`src/rtl/mem_arbiter.sv`:
```
// mem_arbiter: shares one single-port memory between fetch and data with data priority and bounded fetch starvation
module mem_arbiter #(
  parameter int ADDR_W   = 6,
  parameter int DATA_W   = 32,
  parameter int FAIR_MAX = 3
) (
  input  logic              clk,
  input  logic              rst,
  input  logic              if_req,
  input  logic [ADDR_W-1:0] if_addr,
  output logic              if_gnt,
  output logic              if_valid,
  output logic [DATA_W-1:0] if_rdata,
  input  logic              d_req,
  input  logic              d_we,
  input  logic [ADDR_W-1:0] d_addr,
  input  logic [DATA_W-1:0] d_wdata,
  output logic              d_gnt,
  output logic              d_valid,
  output logic [DATA_W-1:0] d_rdata,
  output logic              mem_en,
  output logic              mem_we,
  output logic [ADDR_W-1:0] mem_addr,
  output logic [DATA_W-1:0] mem_wdata,
  input  logic [DATA_W-1:0] mem_rdata
);
  typedef enum logic [1:0] {IDLE, IF_RD, D_RD, D_WR} owner_e;
  localparam logic [2:0] fair_max_c = 3'(FAIR_MAX);
  owner_e     owner_q, owner_d;
  logic [2:0] streak_q, streak_d;
  always_ff @(posedge clk) begin
    if (rst) begin
      owner_q  <= IDLE;
      streak_q <= '0;
    end else begin
      owner_q  <= owner_d;
      streak_q <= streak_d;
    end
  end
  // valids are masked by rst so a read in flight when reset rises is dropped
  always_comb begin
    d_gnt     = !rst && d_req && !(if_req && streak_q == fair_max_c);
    if_gnt    = !rst && if_req && !d_gnt;
    mem_en    = if_gnt | d_gnt;
    mem_we    = d_gnt & d_we;
    mem_addr  = d_gnt ? d_addr : if_gnt ? if_addr : '0;
    mem_wdata = d_gnt ? d_wdata : '0;
    if_valid  = !rst && owner_q == IF_RD;
    d_valid   = !rst && owner_q == D_RD;
    if_rdata  = mem_rdata;
    d_rdata   = mem_rdata;
    owner_d   = rst ? IDLE : if_gnt ? IF_RD : !d_gnt ? IDLE : d_we ? D_WR : D_RD;
    streak_d  = (if_gnt || !if_req) ? 3'd0 :
                (d_gnt && streak_q != fair_max_c) ? streak_q + 3'd1 : streak_q;
  end
endmodule

```
`config.mk`:
```
export PLATFORM = sky130hd
export DESIGN_NAME = mem_arbiter
export DESIGN_NICKNAME = d
export VERILOG_FILES = /design/src/rtl/mem_arbiter.sv
export SDC_FILE = /design/constraint.sdc
export NUM_CORES = 1
export LEC_CHECK = 0
export CAP_MARGIN = 20
export CORE_AREA = 2 2 73 75
export DETAILED_ROUTE_END_ITERATION = 10
export DIE_AREA = 0 0 75 77
export PLACE_DENSITY = 0.82
export SLEW_MARGIN = 5
export SYNTH_ARGS = -nofsm -noshare
export SYNTH_HDL_FRONTEND = slang
export SYNTH_SLANG_ARGS = --single-unit
```
`constraint.sdc`:
```
create_clock -name clk -period 4.2 [get_ports clk]
set_clock_uncertainty 0.2 [all_clocks]
set_input_delay 0.42 -clock clk [delete_from_list [all_inputs] [get_ports clk]]
set_output_delay 0.42 -clock clk [all_outputs]
set_load 0.02 [all_outputs]
```
# Word level (Yosys, flattened, before mapping)
# Cells that the tools add are included.
[totals] ff_bits=5 latchBits=0 ram_bits=0 romBits=0 in_bits=81 out_inout_bits=108 elab_cells=32 mem_count=0
[classes] addsub=1 n_mul=0 div=0 order_cmp=0 n_eq_ne=4 shift=0 n_mux=6 n_bitwise=3 reduce_logical=15
[op_table] operator="two-way mux 32 bit" count=1
[op_table] operator="two-way mux 6 bit" count=2
[op_table] operator="logical AND 1 bit" count=8
[op_table] operator="logical NOT 1 bit" count=4
[op_table] operator="adder 3 x 1 -> 3 bit (second input constant)" count=1
[op_table] operator="== test 3 x 2 -> 1 bit (second input constant)" count=1
[op_table] operator="two-way mux 1 bit" count=3
[op_table] operator="!= test 3 x 2 -> 1 bit (second input constant)" count=1
[op_table] operator="OR reduction 3 bit" count=1
[op_table] operator="== test 2 x 1 -> 1 bit (second input constant)" count=1
[op_table] operator="== test 2 bit (second input constant)" count=1
[op_table] operator="OR reduction 2 bit" count=1
[op_table] operator="bitwise AND 1 bit" count=1
[op_table] operator="logical OR 1 bit" count=1
[op_table] operator="NOT 1 bit" count=1
[op_table] operator="OR 1 bit" count=1

# Logic depth before layout (Yosys ltp)
# Gate-level depths: netlist of run 1.
[depth] ltp_word=8 depth_mapped=5 ltp_nobuf=5

# Least setup slack after synthesis of run 1
# No wires, ideal clock.
[synth_path] kind="flip-flop to output port" startpoint="reg streak_q[0]" endpoint="out mem_addr[0]" t_arrival_ns=1.521 t_required_ns=3.580 setup_slack_ns=2.059 path_stages_with_launch=6 path_buffers=0 cell_sequence="dfxtp_1 > ha_1 > ha_1 > a21boi_0 > a32oi_1 > nor2_1"
[synth_between] elab_chain_len=8
[synth_rtl] element="start: declaration" line_no="30" source="logic [2:0] streak_q, streak_d;"
[synth_rtl] element="start signal: assignment" line_no="37" source="streak_q <= streak_d;"
[synth_rtl] element="== test 3 x 2 -> 1 bit *" line_no="42" source="d_gnt = !rst && d_req && !(if_req && streak_q == fair_max_c);"
[synth_rtl] element="logical AND 1 bit *" line_no="42"
[synth_rtl] element="logical NOT 1 bit *" line_no="42"
[synth_rtl] element="logical AND 1 bit *" line_no="42"
[synth_rtl] element="logical NOT 1 bit"
[synth_rtl] element="logical AND 1 bit" line_no="43" source="if_gnt = !rst && if_req && !d_gnt;"
[synth_rtl] element="two-way mux 6 bit" line_no="46" source="mem_addr = d_gnt ? d_addr : if_gnt ? if_addr : '0;"
[synth_rtl] element="two-way mux 6 bit *" line_no="46"
[synth_rtl] element="end: declaration" line_no="23" source="output logic [ADDR_W-1:0] mem_addr,"
# Mark *: on every way between the ends. The rest lies on a longest branch, timed or not.

# Worst setup path after layout of run 1
[layout_path] startpoint="in rst" endpoint="out mem_wdata[12]"
[layout_between] elab_chain_len=4
[layout_rtl] element="start: declaration" line_no="8" source="input logic rst,"
[layout_rtl] element="logical NOT 1 bit" line_no="42"
[layout_rtl] element="logical AND 1 bit (2 in a row)" line_no="42"
[layout_rtl] element="two-way mux 32 bit" line_no="47" source="mem_wdata = d_gnt ? d_wdata : '0;"
[layout_rtl] element="end: declaration" line_no="24" source="output logic [DATA_W-1:0] mem_wdata,"
# Every way passes these cells.

==> metrics.csv, run 1 <==
stage;metric;value;unit
placement;preCtsSetupSlack;988.1;ps
routing;wirelength;2.998;mm
floorplan;die-area;5775;um^2
setup_path;path_max_fanout;34;
routing;routed.top_layer;met4;
global_route;grt_pass1_wl;4.298;mm
global_route;antenna_found_initial;0;
floorplan;rows;26;
hold_path;hp-class;reg -> reg;
cells_and_area;diodes;0;
logic_synthesis;synth.distinct_cells;18;
logic_synthesis;yosys.area.top_type;buf_4;
cells_and_area;fin_nets;253;
setup_path;critPathTopFamily;buffers and inverters;
routing;dr.pass1.iters;3;
setup_path;cp.depth;6;
routing;routed-wl-met3;513;um
timing;max_slew_margin;0.6919;
routing;drt_iter0_markers;4;
cts;clock_latency;220;ps
cells_and_area;fillCellCount;538;
setup_path;required;3580;ps
outcome;status;complete, no violations;
timing;layout_setup_ws;1057;ps
logic_synthesis;synth_area;1015;um^2
setup_path;r2r_setup_slack;2580;ps
floorplan;io_pins;189;
logic_synthesis;yosys-top-cells-count;buf_4, and2_1, nor2_1;
setup_path;worst_path_most_repeated_cell;clkdlybuf4s50_1;
logic_synthesis;synth_area_leaders;buf_4, and2_1, dfxtp_1, a32oi_1, nor2_1;
logic_synthesis;seq_area_frac_synth;0.09864;
setup_path;path_cells;clkdlybuf4s50_1 > nand2b_1 > a21oi_2 > buf_4 > and2_1 > clkdlybuf4s50_1;
hold_path;hold_depth;1;
cts;cts_setup_buffers;0;
routing;ant_nets;0;
logic_synthesis;synth-seq-cells;5;
timing;finalSetupViolations;0;
timing;max_freq;0.3181;GHz
global_route;grt_remaining_overflow;0;
logic_synthesis;yosys_warnings;0;
power_and_ir_drop;power_density;169.8;nW/um^2
placement;gp_congestion;0.6290;
timing;drv_slew;0;
floorplan;die_y;77;um
cts;cts-root-buf;clkbuf_8;
power_and_ir_drop;finalPower;267.7;uW
global_route;grt_pass1_vias;878;
cts;numCtsBuffers;3;
setup_path;crit_type;in -> out;
setup_path;r2r_start;streak_q[0]$_SDFFE_PP0P_;
cts;htree_num_levels;1;
setup_path;critPathCaptureType;output pin;
setup_path;crit_path_max_incr_delay;650;ps
logic_synthesis;synthArstFlopShare;0;
timing;rsz0062_at_grt;false;
setup_path;crit_path_start;rst;
timing;setup_tns;0;ps
global_route;grt.total_usage;0.09786;
power_and_ir_drop;power_leakage;0.5861;nW
timing;tightest_slew;460.7;ps
cts;cts_hold_buffers;0;
global_route;grt_max_degree;35;
logic_synthesis;synth_cells;140;
hold_path;min-delay-start;streak_q[0]$_SDFFE_PP0P_;
routing;avgViaCountPerCell;3.799;
cts;cts.repair.resized;0;
floorplan;core_area;4977;um^2
routing;wl_met1;757;um
placement;port_buffers;92;
cts;cts_tree;yes;
logic_synthesis;yosysTopAreaCellShare;0.4809;
routing;wl_met2;1.627;mm
timing;hold_viol_final;0;
cells_and_area;utilization;0.3167;
routing;vias;908;
setup_path;worstPathArrival;2520;ps
logic_synthesis;synth_flop_cell;dfxtp_1;
timing;layout_worst_path_cycle_share;0.7484;
floorplan;die_w;75;um
cts;clk_pin_slew;30;ps
logic_synthesis;synth_edf_count;0;
setup_path;rr_worst_depth;5;
cts;cts_buffer_depth;2;
cells_and_area;syn2layout_area_growth;55.36;%
flow_run;cap_violations;0;
cells_and_area;drive_gt1_frac;0.03550;
cts;clock-sinks;5;
routing;wl_per_cell;12.54;um
power_and_ir_drop;ir_worst_vdd;0.06437;mV
routing;drc;0;
logic_synthesis;syn_nets;223;
logic_synthesis;avgSynthCellArea;7.248;um^2
setup_path;critPathLaunchType;input pin;
setup_path;path_buf_inv;3;
placement;dpl.hpwl;2.576;mm
floorplan;initial_utilization;0.2039;
logic_synthesis;synth_most_common_cell;buf_4;
setup_path;critPathSlowestCell;clkdlybuf4s50_1;
timing;min_period;3143;ps
## final cells by class
| type | instances | area, um^2 | area share |
|---|---|---|---|
| timing repair buffer | 94 | 935.9 | 0.5937 |
| clock buffer | 4 | 45.04 | 0.02857 |
| sequential | 5 | 100.1 | 0.06349 |
| inverter | 2 | 7.507 | 0.004762 |
| tap | 70 | 87.58 | 0.05556 |
| multi-input combinational | 64 | 400.4 | 0.2540 |
## worst paths after layout
kind                               to
max                     mem_wdata[12]
max reg2reg     owner_q[0]$_SDFF_PP0_
min          streak_q[0]$_SDFFE_PP0P_
min reg2reg  streak_q[0]$_SDFFE_PP0P_
## cell usage in the layout (no fill, tap or decap)
cell type         n
a21boi_0          1
dfxtp_1           5
nand2b_1          1
nor3b_1           2
or2b_1            1
ha_1              2
a32oi_1           6
clkdlybuf4s50_1  92
clkbuf_8          3
and2_1           33
nand2_1           2
nor2_1           12
buf_4             2
inv_1             2
clkbuf_1          1
a21oi_2           1
or3b_1            1
a21oi_1           2
## power by group
part	switching (mW)	internal (mW)	total, mW
logic	0.0512	0.0802	0.131
registers	0.000661	0.0495	0.0501
clock network	0.0212	0.0650	0.0862
## flip-flops by register name (all words and copies together), names as in the netlist
signal	count
streak_q	3
owner_q	2
## kinds of logic (layout without fill, tap and decap cells)
group	after synthesis	count (layout)	synth area share
buffers and inverters	71	100	0.5068
and+or+nand+nor	52	52	0.2922
AOI/OAI and AO/OA	10	10	0.07769
DFF	5	5	0.09865
adders and majority gates	2	2	0.02466
## routing by layer
layer  vias to the layer above  track usage
li1                        434            -
met1                       360      0.06211
met2                        95       0.2044
met3                        19      0.04862
met4                         0      0.04643
met5                         -            0
## per-stage QoR
stage	instances	instance area, um^2	hold slack (ps)
6_report	239	1577	223.2
3_3_place_gp	235	1531	207.8
5_1_grt	239	1577	242.4
2_1_floorplan	140	1015	199.1
4_1_cts	239	1577	227.4
3_5_place_dp	235	1531	222.5
(Power assumes the default switching activity.)
==> inputs of run 2 (changes only) <==
--- a/config.mk
+++ b/config.mk
@@ -6,10 +6,11 @@
 export NUM_CORES = 1
 export LEC_CHECK = 0
 export CAP_MARGIN = 20
-export CORE_AREA = 2 2 73 75
+export CORE_ASPECT_RATIO = 1.5
+export CORE_MARGIN = 2
+export CORE_UTILIZATION = 18
 export DETAILED_ROUTE_END_ITERATION = 10
-export DIE_AREA = 0 0 75 77
-export PLACE_DENSITY = 0.82
+export PLACE_DENSITY = 0.77
 export SLEW_MARGIN = 5
 export SYNTH_ARGS = -nofsm -noshare
 export SYNTH_HDL_FRONTEND = slang
==> constraint.sdc (replaced) <==
create_clock -name clk -period 2.6 [get_ports clk]
set_clock_uncertainty 0.2 [all_clocks]
set_input_delay 0.26 -clock clk [delete_from_list [all_inputs] [get_ports clk]]
set_output_delay 0.26 -clock clk [all_outputs]
set_load 0.02 [all_outputs]
==> run 2 against run 1 <==
Effect of this change:
- power grew 62%
- first-iteration DRC count grew to 5.8 times the previous value
- die area grew 8.5%
- final area grew 6.1%
- combinational power grew 60%
- via count grew 1.4%
- wire length grew 7.2%
- utilization shrank 0.98 points
- setup slack lost 970 ps
- global-route usage shrank 1.2 points
- worst hold slack lost 5.9 ps
- register-to-register slack lost 1500 ps
- largest cell class unchanged
- largest power group unchanged
==> metrics.csv, run 2 (same netlist as run 1, synthesis figures left out) <==
stage;metric;value;unit
floorplan;io_pins;189;
placement;gp_congestion;0.6401;
timing;max_freq;0.3973;GHz
routing;wl_per_cell;13.34;um
routing;drt_iter0_markers;23;
setup_path;path_max_fanout;34;
power_and_ir_drop;ir_worst_vdd;0.1041;mV
floorplan;core_area;5450;um^2
setup_path;critPathCaptureType;output pin;
cells_and_area;fillCellCount;561;
global_route;grt_max_degree;35;
global_route;grt_pass1_vias;826;
cts;numCtsBuffers;3;
timing;drv_slew;0;
setup_path;critPathLaunchType;flip-flop;
floorplan;die_y;95.96;um
routing;avgViaCountPerCell;3.822;
cts;clock_latency;220;ps
setup_path;r2r_setup_slack;1060;ps
routing;vias;921;
routing;dr.pass1.iters;3;
power_and_ir_drop;power_leakage;1.097;nW
placement;port_buffers;92;
timing;min_period;2517;ps
setup_path;required;2140;ps
routing;wirelength;3.214;mm
setup_path;crit_type;reg -> out;
hold_path;min_to;streak_q[0]$_SDFFE_PP0P_;
global_route;grt.total_usage;0.08632;
timing;hold_viol_final;0;
flow_run;cap_violations;0;
setup_path;timing.rr.end;streak_q[1]$_SDFFE_PP0P_;
floorplan;initial_utilization;0.1862;
power_and_ir_drop;power_density;259.5;nW/um^2
cells_and_area;syn2layout_area_growth;64.86;%
hold_path;hp-class;reg -> reg;
timing;setup_tns;0;ps
cells_and_area;diodes;0;
setup_path;rr_worst_depth;4;
hold_path;min-delay-start;streak_q[0]$_SDFFE_PP0P_;
power_and_ir_drop;finalPower;434.2;uW
routing;wl_met1;811;um
timing;layout_worst_path_cycle_share;0.9681;
timing;tightest_slew;247.1;ps
routing;ant_nets;0;
global_route;grt_pass1_wl;4.036;mm
setup_path;r2r_start;streak_q[0]$_SDFFE_PP0P_;
setup_path;worstPathArrival;2060;ps
outcome;status;complete, no violations;
cts;cts_buffer_depth;2;
cts;cts-root-buf;clkbuf_8;
placement;placed_area;1559;um^2
floorplan;die-area;6266;um^2
cells_and_area;largest_register_ffs;3;
cts;cts_tree;yes;
cts;clock-sinks;5;
cts;htree_num_levels;1;
global_route;grt_remaining_overflow;0;
timing;finalSetupViolations;0;
cells_and_area;final_cell_mix;clkdlybuf4s50_1, and2_1, dlymetal6s2s_1;
cells_and_area;drive_gt1_frac;0.05263;
routing;wl_met2;1.507;mm
routing;routed-wl-met3;583;um
routing;drc;0;
cells_and_area;final_cell_area;1673;um^2
cells_and_area;largest_register;streak_q;
floorplan;die_w;65.31;um
global_route;antenna_found_initial;0;
cells_and_area;fin_nets;255;
cells_and_area;reg_top3;streak_q (3), owner_q (2);
floorplan;rows;33;
hold_path;hold_depth;1;
timing;max_slew_margin;0.8350;
placement;dpl.hpwl;2.626;mm
routing;routed.top_layer;met4;
cts;clk_pin_slew;30;ps
cells_and_area;final_common_cell;clkdlybuf4s50_1;
timing;holdWs;217.3;ps
cells_and_area;utilization;0.3069;
run 2: worst max-delay path by stage:
stage | to | slack [ps] | from | cells after the start
after floorplan | mem_addr[0] | 620 | streak_q[0]$_SDFFE_PP0P_ | 5
after global placement | mem_addr[5] | 170 | d_req | 6
after detailed placement | mem_wdata[19] | 140 | d_req | 6
after CTS | mem_wdata[19] | 50 | streak_q[0]$_SDFFE_PP0P_ | 6
after global routing | mem_we | -8 | streak_q[0]$_SDFFE_PP0P_ | 6
final | mem_we | 80 | streak_q[0]$_SDFFE_PP0P_ | 6
run 2: critical path: stages, from the launching register on:
cell,delay [ps]
dfxtp_1,300
ha_1,200
ha_1,240
a21oi_2,200
buf_12,170
and2_1,130
clkdlybuf4s50_1,590
run 2: power breakdown:
group | switching [mW] | total, mW | leakage (nW) | internal [mW]
registers | 0.00121 | 0.0811 | 0.0410 | 0.0799
logic | 0.0829 | 0.210 | 1.03 | 0.127
clock network | 0.0378 | 0.143 | 0.0228 | 0.105
run 2: stage by stage:
stage,instances,setup slack [ps]
floorplan,140,619.4
global placement,237,167.4
detailed placement,237,143.3
CTS,241,49.24
global route,241,-7.910
finish,241,82.84
run 2: cell type report:
| class | instances | area (um^2) | share of cell area |
|---|---|---|---|
| repair buffers | 96 | 1028 | 0.6148 |
| multi-input cells | 64 | 404.1 | 0.2416 |
| flip-flops and latches | 5 | 100.1 | 0.05984 |
| well taps | 70 | 87.58 | 0.05236 |
| clock buffers | 4 | 45.04 | 0.02693 |
| inverters | 2 | 7.507 | 0.004488 |
run 2: layer usage:
metal / vias to the layer above / GRT usage
met5: - / 0
met4: 0 / 0.1215
met3: 43 / 0.04327
met2: 72 / 0.1437
met1: 369 / 0.05716
li1: 437 / -
run 2: timing repair:
action,4_1_cts,5_1_grt
endpoints found under the setup margin,6,29
buffers inserted,0,0
resized for setup,6,30
hold buffers,0,0
